**src/rtl/multicycle_lsu.sv**
```systemverilog
// Multicycle load/store unit: one outstanding access, byte/word sizes, registered outputs.
// Optional ISSUE-phase abort timer is compiled in when LSU_TIMEOUT_EN is defined.
module multicycle_lsu #(
  parameter int DATA_W  = 16,
  parameter int ADDR_W  = 16,
  parameter int TIMEOUT = 255
) (
  input  logic                  clock,
  input  logic                  rst,
  input  logic                  req_valid,
  output logic                  req_ready,
  input  logic                  req_write,
  input  logic                  req_size,
  input  logic                  req_signed,
  input  logic [ADDR_W-1:0]     req_addr,
  input  logic [DATA_W-1:0]     req_wdata,
  output logic                  rsp_valid,
  input  logic                  rsp_ready,
  output logic [DATA_W-1:0]     rsp_rdata,
  output logic                  rsp_err,
  output logic [ADDR_W-1:0]     mem_addr,
  output logic [DATA_W-1:0]     mem_wdata,
  output logic [DATA_W/8-1:0]   mem_be,
  output logic                  mem_we,
  output logic                  mem_re,
  input  logic                  mem_ack,
  input  logic [DATA_W-1:0]     mem_rdata,
  output logic [1:0]            o_dbg_state
);

  localparam int NBE    = DATA_W / 8;
  localparam int LANE_W = (NBE > 1) ? $clog2(NBE) : 1;

  // Handshakes: a request transfers on the rising edge where req_valid && req_ready;
  // a response transfers on the rising edge where rsp_valid && rsp_ready. Neither
  // valid depends combinationally on its ready, and ready is only high in the
  // state that can take the transfer.
  typedef enum logic [1:0] {
    ST_IDLE  = 2'd0,
    ST_ISSUE = 2'd1,
    ST_RESP  = 2'd2
  } state_t;

  state_t            r_state;
  logic              r_write;
  logic              r_size;
  logic              r_signed;
  logic [LANE_W-1:0] r_lane;

  logic [LANE_W-1:0] w_req_lane;
  logic              w_misaligned;
  logic [ADDR_W-1:0] w_word_addr;
  logic [NBE-1:0]    w_be;
  logic [DATA_W-1:0] w_wdata;
  logic [7:0]        w_lane_byte;
  logic [DATA_W-1:0] w_load_data;
  logic              w_accept;
  logic              w_tmo_expire;

  assign w_req_lane   = req_addr[LANE_W-1:0];
  assign w_misaligned = req_size && (w_req_lane != '0);
  assign w_word_addr  = {req_addr[ADDR_W-1:LANE_W], {LANE_W{1'b0}}};
  assign w_accept     = req_valid && req_ready;
  assign o_dbg_state  = r_state;

  always_comb begin
    w_be    = '1;
    w_wdata = req_wdata;
    if (!req_size) begin
      w_be    = NBE'(1) << w_req_lane;
      w_wdata = {NBE{req_wdata[7:0]}};
    end
  end

  always_comb begin
    w_lane_byte = mem_rdata[7:0];
    for (int i = 0; i < NBE; i++) begin
      if (r_lane == LANE_W'(i)) begin
        w_lane_byte = mem_rdata[8*i +: 8];
      end
    end
  end

  always_comb begin
    w_load_data = '0;
    if (!r_write) begin
      if (r_size) begin
        w_load_data = mem_rdata;
      end else if (r_signed) begin
        w_load_data = {{(DATA_W-8){w_lane_byte[7]}}, w_lane_byte};
      end else begin
        w_load_data = {{(DATA_W-8){1'b0}}, w_lane_byte};
      end
    end
  end

`ifdef LSU_TIMEOUT_EN
  localparam int CNT_W = (TIMEOUT > 1) ? $clog2(TIMEOUT + 1) : 1;
  logic [CNT_W-1:0] r_tmo_cnt;
  // Counter holds the number of completed ISSUE cycles; expiry fires on the last one.
  assign w_tmo_expire = (r_tmo_cnt == CNT_W'(TIMEOUT - 1));
`else
  assign w_tmo_expire = 1'b0;
`endif

  always_ff @(posedge clock or negedge rst) begin
    if (!rst) begin
      r_state   <= ST_IDLE;
      r_write   <= 1'b0;
      r_size    <= 1'b0;
      r_signed  <= 1'b0;
      r_lane    <= '0;
      req_ready <= 1'b1;
      rsp_valid <= 1'b0;
      rsp_err   <= 1'b0;
      rsp_rdata <= '0;
      mem_addr  <= '0;
      mem_wdata <= '0;
      mem_be    <= '0;
      mem_we    <= 1'b0;
      mem_re    <= 1'b0;
`ifdef LSU_TIMEOUT_EN
      r_tmo_cnt <= '0;
`endif
    end else begin
      case (r_state)
        ST_IDLE: begin
          if (w_accept) begin
            r_write   <= req_write;
            r_size    <= req_size;
            r_signed  <= req_signed;
            r_lane    <= w_req_lane;
            req_ready <= 1'b0;
            if (w_misaligned) begin
              r_state   <= ST_RESP;
              rsp_valid <= 1'b1;
              rsp_err   <= 1'b1;
              rsp_rdata <= '0;
            end else begin
              r_state   <= ST_ISSUE;
              mem_addr  <= w_word_addr;
              mem_be    <= w_be;
              mem_wdata <= w_wdata;
              mem_we    <= req_write;
              mem_re    <= !req_write;
`ifdef LSU_TIMEOUT_EN
              r_tmo_cnt <= '0;
`endif
            end
          end
        end
        ST_ISSUE: begin
          if (mem_ack) begin
            r_state   <= ST_RESP;
            mem_we    <= 1'b0;
            mem_re    <= 1'b0;
            rsp_valid <= 1'b1;
            rsp_err   <= 1'b0;
            rsp_rdata <= w_load_data;
          end else if (w_tmo_expire) begin
            r_state   <= ST_RESP;
            mem_we    <= 1'b0;
            mem_re    <= 1'b0;
            rsp_valid <= 1'b1;
            rsp_err   <= 1'b1;
            rsp_rdata <= '0;
          end else begin
`ifdef LSU_TIMEOUT_EN
            r_tmo_cnt <= r_tmo_cnt + CNT_W'(1);
`endif
          end
        end
        ST_RESP: begin
          // Returning to IDLE takes a cycle, so no request is taken on the consume edge.
          if (rsp_ready) begin
            r_state   <= ST_IDLE;
            rsp_valid <= 1'b0;
            rsp_err   <= 1'b0;
            rsp_rdata <= '0;
            req_ready <= 1'b1;
`ifdef LSU_TIMEOUT_EN
            r_tmo_cnt <= '0;
`endif
          end
        end
        default: begin
          r_state   <= ST_IDLE;
          req_ready <= 1'b1;
          rsp_valid <= 1'b0;
          mem_we    <= 1'b0;
          mem_re    <= 1'b0;
        end
      endcase
    end
  end

endmodule

```
**config.mk**
```make
export PLATFORM = sky130hd
export DESIGN_NAME = multicycle_lsu
export DESIGN_NICKNAME = d
export VERILOG_FILES = /design/src/rtl/multicycle_lsu.sv
export SDC_FILE = /design/constraint.sdc
export NUM_CORES = 1
export LEC_CHECK = 0
export CAP_MARGIN = 5
export CORE_UTILIZATION = 30
export CTS_CLUSTER_SIZE = 12
export DETAILED_ROUTE_END_ITERATION = 7
export PLACE_DENSITY_LB_ADDON = 0.08
export SLEW_MARGIN = 20
export SYNTH_ARGS = -nofsm -noshare
export SYNTH_HDL_FRONTEND = slang
export SYNTH_SLANG_ARGS = --single-unit
```
**constraint.sdc**
```tcl
create_clock -name clock -period 4.4 [get_ports clock]
set_input_delay 1.1 -clock clock [delete_from_list [all_inputs] [get_ports clock]]
set_output_delay 1.1 -clock clock [all_outputs]
set_load 0.1 [all_outputs]
```
## Word level (Yosys, flattened, before mapping)

Index checks and enable logic that the tools add are counted.
W data, S select, Z words.

- Output and inout port bits: 57
- Word-level logic and storage cells: 69
- Bits in registers: 60

- Shifts and indexed selects: 1
- Bitwise logic cells: 3
- Reductions and logical operators: 12
- Muxes and demuxes: 32
- Eq/ne operators: 7

Operators by type and width:

| cell | number |
|---|---|
| $mux W16 | 8 |
| $pmux W16 S3 | 1 |
| $pmux W1 S3 | 5 |
| $mux W1 | 11 |
| $mux W2 | 5 |
| $ne A2 B2 Y1 const B | 5 |
| $reduce_and A3 Y1 | 3 |
| $mux W8 | 1 |
| $reduce_and A4 Y1 | 2 |
| $pmux W2 S3 | 1 |
| $reduce_and A5 Y1 | 1 |
| $not A1 Y1 | 3 |
| $reduce_bool A3 Y1 | 1 |
| $eq A2 B1 Y1 const B | 1 |
| $eq A2 B2 Y1 const B | 1 |
| $logic_and A1 B1 Y1 | 2 |
| $logic_not A2 Y1 | 1 |
| $reduce_and A2 Y1 | 1 |
| $shl A1 B1 Y2 const A | 1 |
| $logic_not A1 Y1 | 1 |

## Logic depth before layout (Yosys ltp)

- Word-level depth: 6
- Gate-level depth with buffers: 8
- Gate-level depth less buffers: 6

## Worst setup path before layout

No wires, ideal clock.

- Path kind: register -> register
- Start: register r_state[0], in the netlist o_dbg_state[0]
- End: register rsp_rdata[4]
- Stages on the path, launching flop included: 9
- Arrival time: 2480 ps
- Path buffers: 2
- Setup slack: 1793 ps
- Path through: dfrtp_1 inv_1 ha_1 buf_6 nand2b_1 a2111o_1 buf_2 nand2_1 o31ai_2

- Longest elaborated chain between the ends: 3
- Elaborated cells on any way between the ends: 10
- Those cells by class: eq/ne: 6; mux: 1; reduce/logical: 3

Ends and longest elaborated chain:

| element | RTL line | source |
|---|---|---|
| from (decl) | 44 | `state_t r_state;` |
| from (signal assigned) | 108 | `r_state <= ST_IDLE;` |
| from (signal assigned) | 135 | `r_state <= ST_RESP;` |
| from (signal assigned) | 140 | `r_state <= ST_ISSUE;` |
| $eq A2 B1 Y1 (tied with other cells) | 126 | `case (r_state)` |
| $ne A2 B2 Y1 (no source line) or $reduce_bool A3 Y1 (tied branches) | -- |  |
| $reduce_and A5 Y1 (no source line) | -- |  |
| to (signal assigned) | 159 | `rsp_rdata <= w_load_data;` |
| to (decl) | 19 | `output logic [DATA_W-1:0] rsp_rdata,` |

Parallel ways exist; a longest one is shown, timed or not.
A chain may end at the register's enable or synchronous reset.

## Worst setup path in the final report

- Start: register req_ready
- End: output port req_ready

RTL lines:

| element | RTL line | source |
|---|---|---|
| from (decl) | 11 | `output logic req_ready,` |
| from (signal assigned) | 113 | `req_ready <= 1'b1;` |
| from (signal assigned) | 133 | `req_ready <= 1'b0;` |
| from (signal assigned) | 180 | `req_ready <= 1'b1;` |

No word-level cell between the ends.

==> summary.md <==
| Metric | Value |
|---|---|
| Outcome | finished with violations |
| Failing checks | DRC |
| CTS root buf | clkbuf_8 |
| Post-Layout Cell Count | 450 |
| Hold-critical path depth | 2 |
| #FFs+latches synth | 60 |
| I/O pin cnt | 113 |
| Max Slew Vio Count | 0 |
| Worst Setup End Kind | output pin |
| Antenna Nets Post-Route | 0 |
| Initial Util | 0.309 |
| Total GRT Usage | 0.146 |
| Post-Syn Area | approximately 2700 µm² |
| Share of the synthesized area in the top cell type | 0.551 |
| Crit path DAT | 2.02 ns |
| Crit path time final | roughly 3.1 ns |
| CP Class | reg2out |
| Final setup violation count | 0 |
| Synth Area in XOR/XNOR | 0 |
| Synth Instances | between 200 and 250 |
| Core ar. | around 8700 µm² |
| Worst path top cell family by delay | buffers and inverters |
| Area contributors post-synth | dfrtp_1, mux2_2, mux2i_1 |
| Commonest non-fill, non-tap cell in the layout | clkdlybuf4s50_1 |
| Fill cells | between 800 and 900 |
| CTS tree | built |
| Fmax | between 300 and 400 MHz |
| Slowest CP cell | clkdlybuf4s50_1 |
| Vias | 2054 |
| Detailed-router iteration count before antenna repair | 6 |
| Worst path buffer plus inverter count | 1 |
| Dpl cells | ~440 |
| Rows | 34 |
| Syn nets | 287 |
| CP Depth | 1 |
| Area grow syn2layout | 50.6% |
| Clk pin slew, worst setup/hold paths | 0.07 ns |
| Vias in the first global route | approximately 2000 |
| Setup TNS | 0 ns |
| First-pass GRT wire length | approximately 10000 µm |
| Cell variety after synth | 32 |
| Setup Fix Bufs, Post-CTS | 0 |
| Gpl congestion | about 0.72 |
| Multiplexer share of the synthesized area | 0.181 |
| Worst setup SP type | flop |
| Complex-gate fraction of the synthesized area | 0.110 |
| Drt drc | 1 |
| Grt ovf | 0 |
| Worst Path Max Fanout | 4 |
| Syn_area_per_cell | approximately 12 µm² |
| Die H | just under 100 µm |
| Multi-input logic area | ~1100 µm² |
| Register area share after synthesis | 0.561 |
| Min-Delay Path Class | reg2reg |
| Unrepaired setup endpoints after global routing | false |
| Register area | around 1500 µm² |
| Routed WL per cell | 14.4 µm |
| Fraction of layout cells with a size suffix above 1 | 0.152 |
| Area share of fa/ha/maj cells after synthesis | 0.0234 |
| CTS Buffer Depth | 2 |
| Final cycle utilization of the critical path | 0.709 |
| Die Width | between 90 and 100 µm |
| Detailed Route Iter0 Violations | 25 |
| Worst Path Required | 3.30 ns |
| Nets@finish | between 300 and 400 |
| Dpl hpwl | 4570 µm |
| Max Cap Viol | 0 |
| Via density | between 4 and 5 |
| Main combinational cell family by area after synthesis | multiplexers |
| Clk sink count | 60 |
| Antenna fix cells | 0 |
| CP Cell Sequence | clkdlybuf4s50_1 |
| Simple-Gate Fraction of Synth Area | 0.0878 |
| Post-synth top area cell | dfrtp_1 |
| Peak per-stage delay on the critical path | 1.13 ns |
| Clk_lat worst skew | approximately 0.33 ns |
| FF-to-FF path depth | 5 |
| CTS Hold Bufs | 0 |
| Post-CTS Resized | 0 |
| Die Area | ~9300 µm² |
| Worst-Margin Slew | approximately 1 ns |
| Number of I/O port buffers | 111 |
| H-Tree Depth | 3 |
| Clock skew | around 0.0085 ns |
| Routed WL | around 6500 µm |
| Synth warnings | 0 |
| Number of CTS-inserted buffers | 9 |
| Most frequent cells in the layout | clkdlybuf4s50_1, dfrtp_1, nand2_1, mux2_2, o21ai_0 |
| Slew headroom | 0.334 |
| Initial antenna violation count | 0 |
| Largest net degree at the start of global routing | 42 |
| Final Hold Viols | 0 |
-- cell families (layout without fill, tap and decap cells) --
family	after synthesis	count (layout)
other	1	1
and+or+nand+nor	50	50
adders and majority gates	5	5
DFF	60	60
muxes	45	45
AOI/OAI and AO/OA	47	47
buffers and inverters	18	134
-- state kept, by name, summed over array words and instances (netlist names), 2 cells and up --
register	flops
mem_wdata	16
mem_addr	15
mem_be	2
o_dbg_state	2
rsp_rdata	16
-- final timing paths --
check,from,end,slack [ns]
max in group asynchronous,rst,req_ready,2.61
max,req_ready,req_ready,1.28
min,rsp_rdata[9],rsp_rdata[9],0.48
min in group asynchronous,rst,rsp_rdata[2],0.92
max reg2reg,o_dbg_state[1],rsp_rdata[15],2.01
min reg2reg,rsp_rdata[9],rsp_rdata[9],0.48
-- cell usage after synthesis (all sizes together) --
library cell and instances:
a2111o 1, a21boi 1, a21oi 11, and3 1
buf 11, clkbuf 2, conb 1, dfrtp 59
dfstp 1, ha 5, inv 5, mux2 28
mux2i 17, nand2 31, nand2b 3, nand3 2
nand3b 1, nand4 2, nor2 2, nor2b 3
nor3 2, nor4b 1, o211ai 1, o21ai 22
o31ai 11, or2 1, or3 1
-- area by class of cell --
type,instances,share of cell area
Timing Repair Buffer,114,0.280
Sequential cell,60,0.372
Inverter,5,0.00465
Clock buffer,13,0.0394
Multi-Input combinational cell,148,0.268
Clock inverter,2,0.00248
Tap cell,108,0.0335
-- stage by stage --
step	hold WS [ns]	util	area [µm²]	setup WS, ns
after floorplan	0.470	-	2680	1.79
after global placement	0.462	0.446	3870	1.30
after detailed placement	0.470	0.446	3870	1.24
after CTS	0.486	0.465	4040	1.26
after global routing	0.506	0.465	4040	1.23
final	0.475	0.465	4040	1.28
-- routing by layer --
metal  track usage  wire length, µm
met1         0.182             2940
met5             0                0
met4        0.0662              114
met3        0.0603              556
met2         0.220             2850
Power is not shown: default switching activity piles up to over one toggle a cycle in this logic, so the estimate is an artifact.
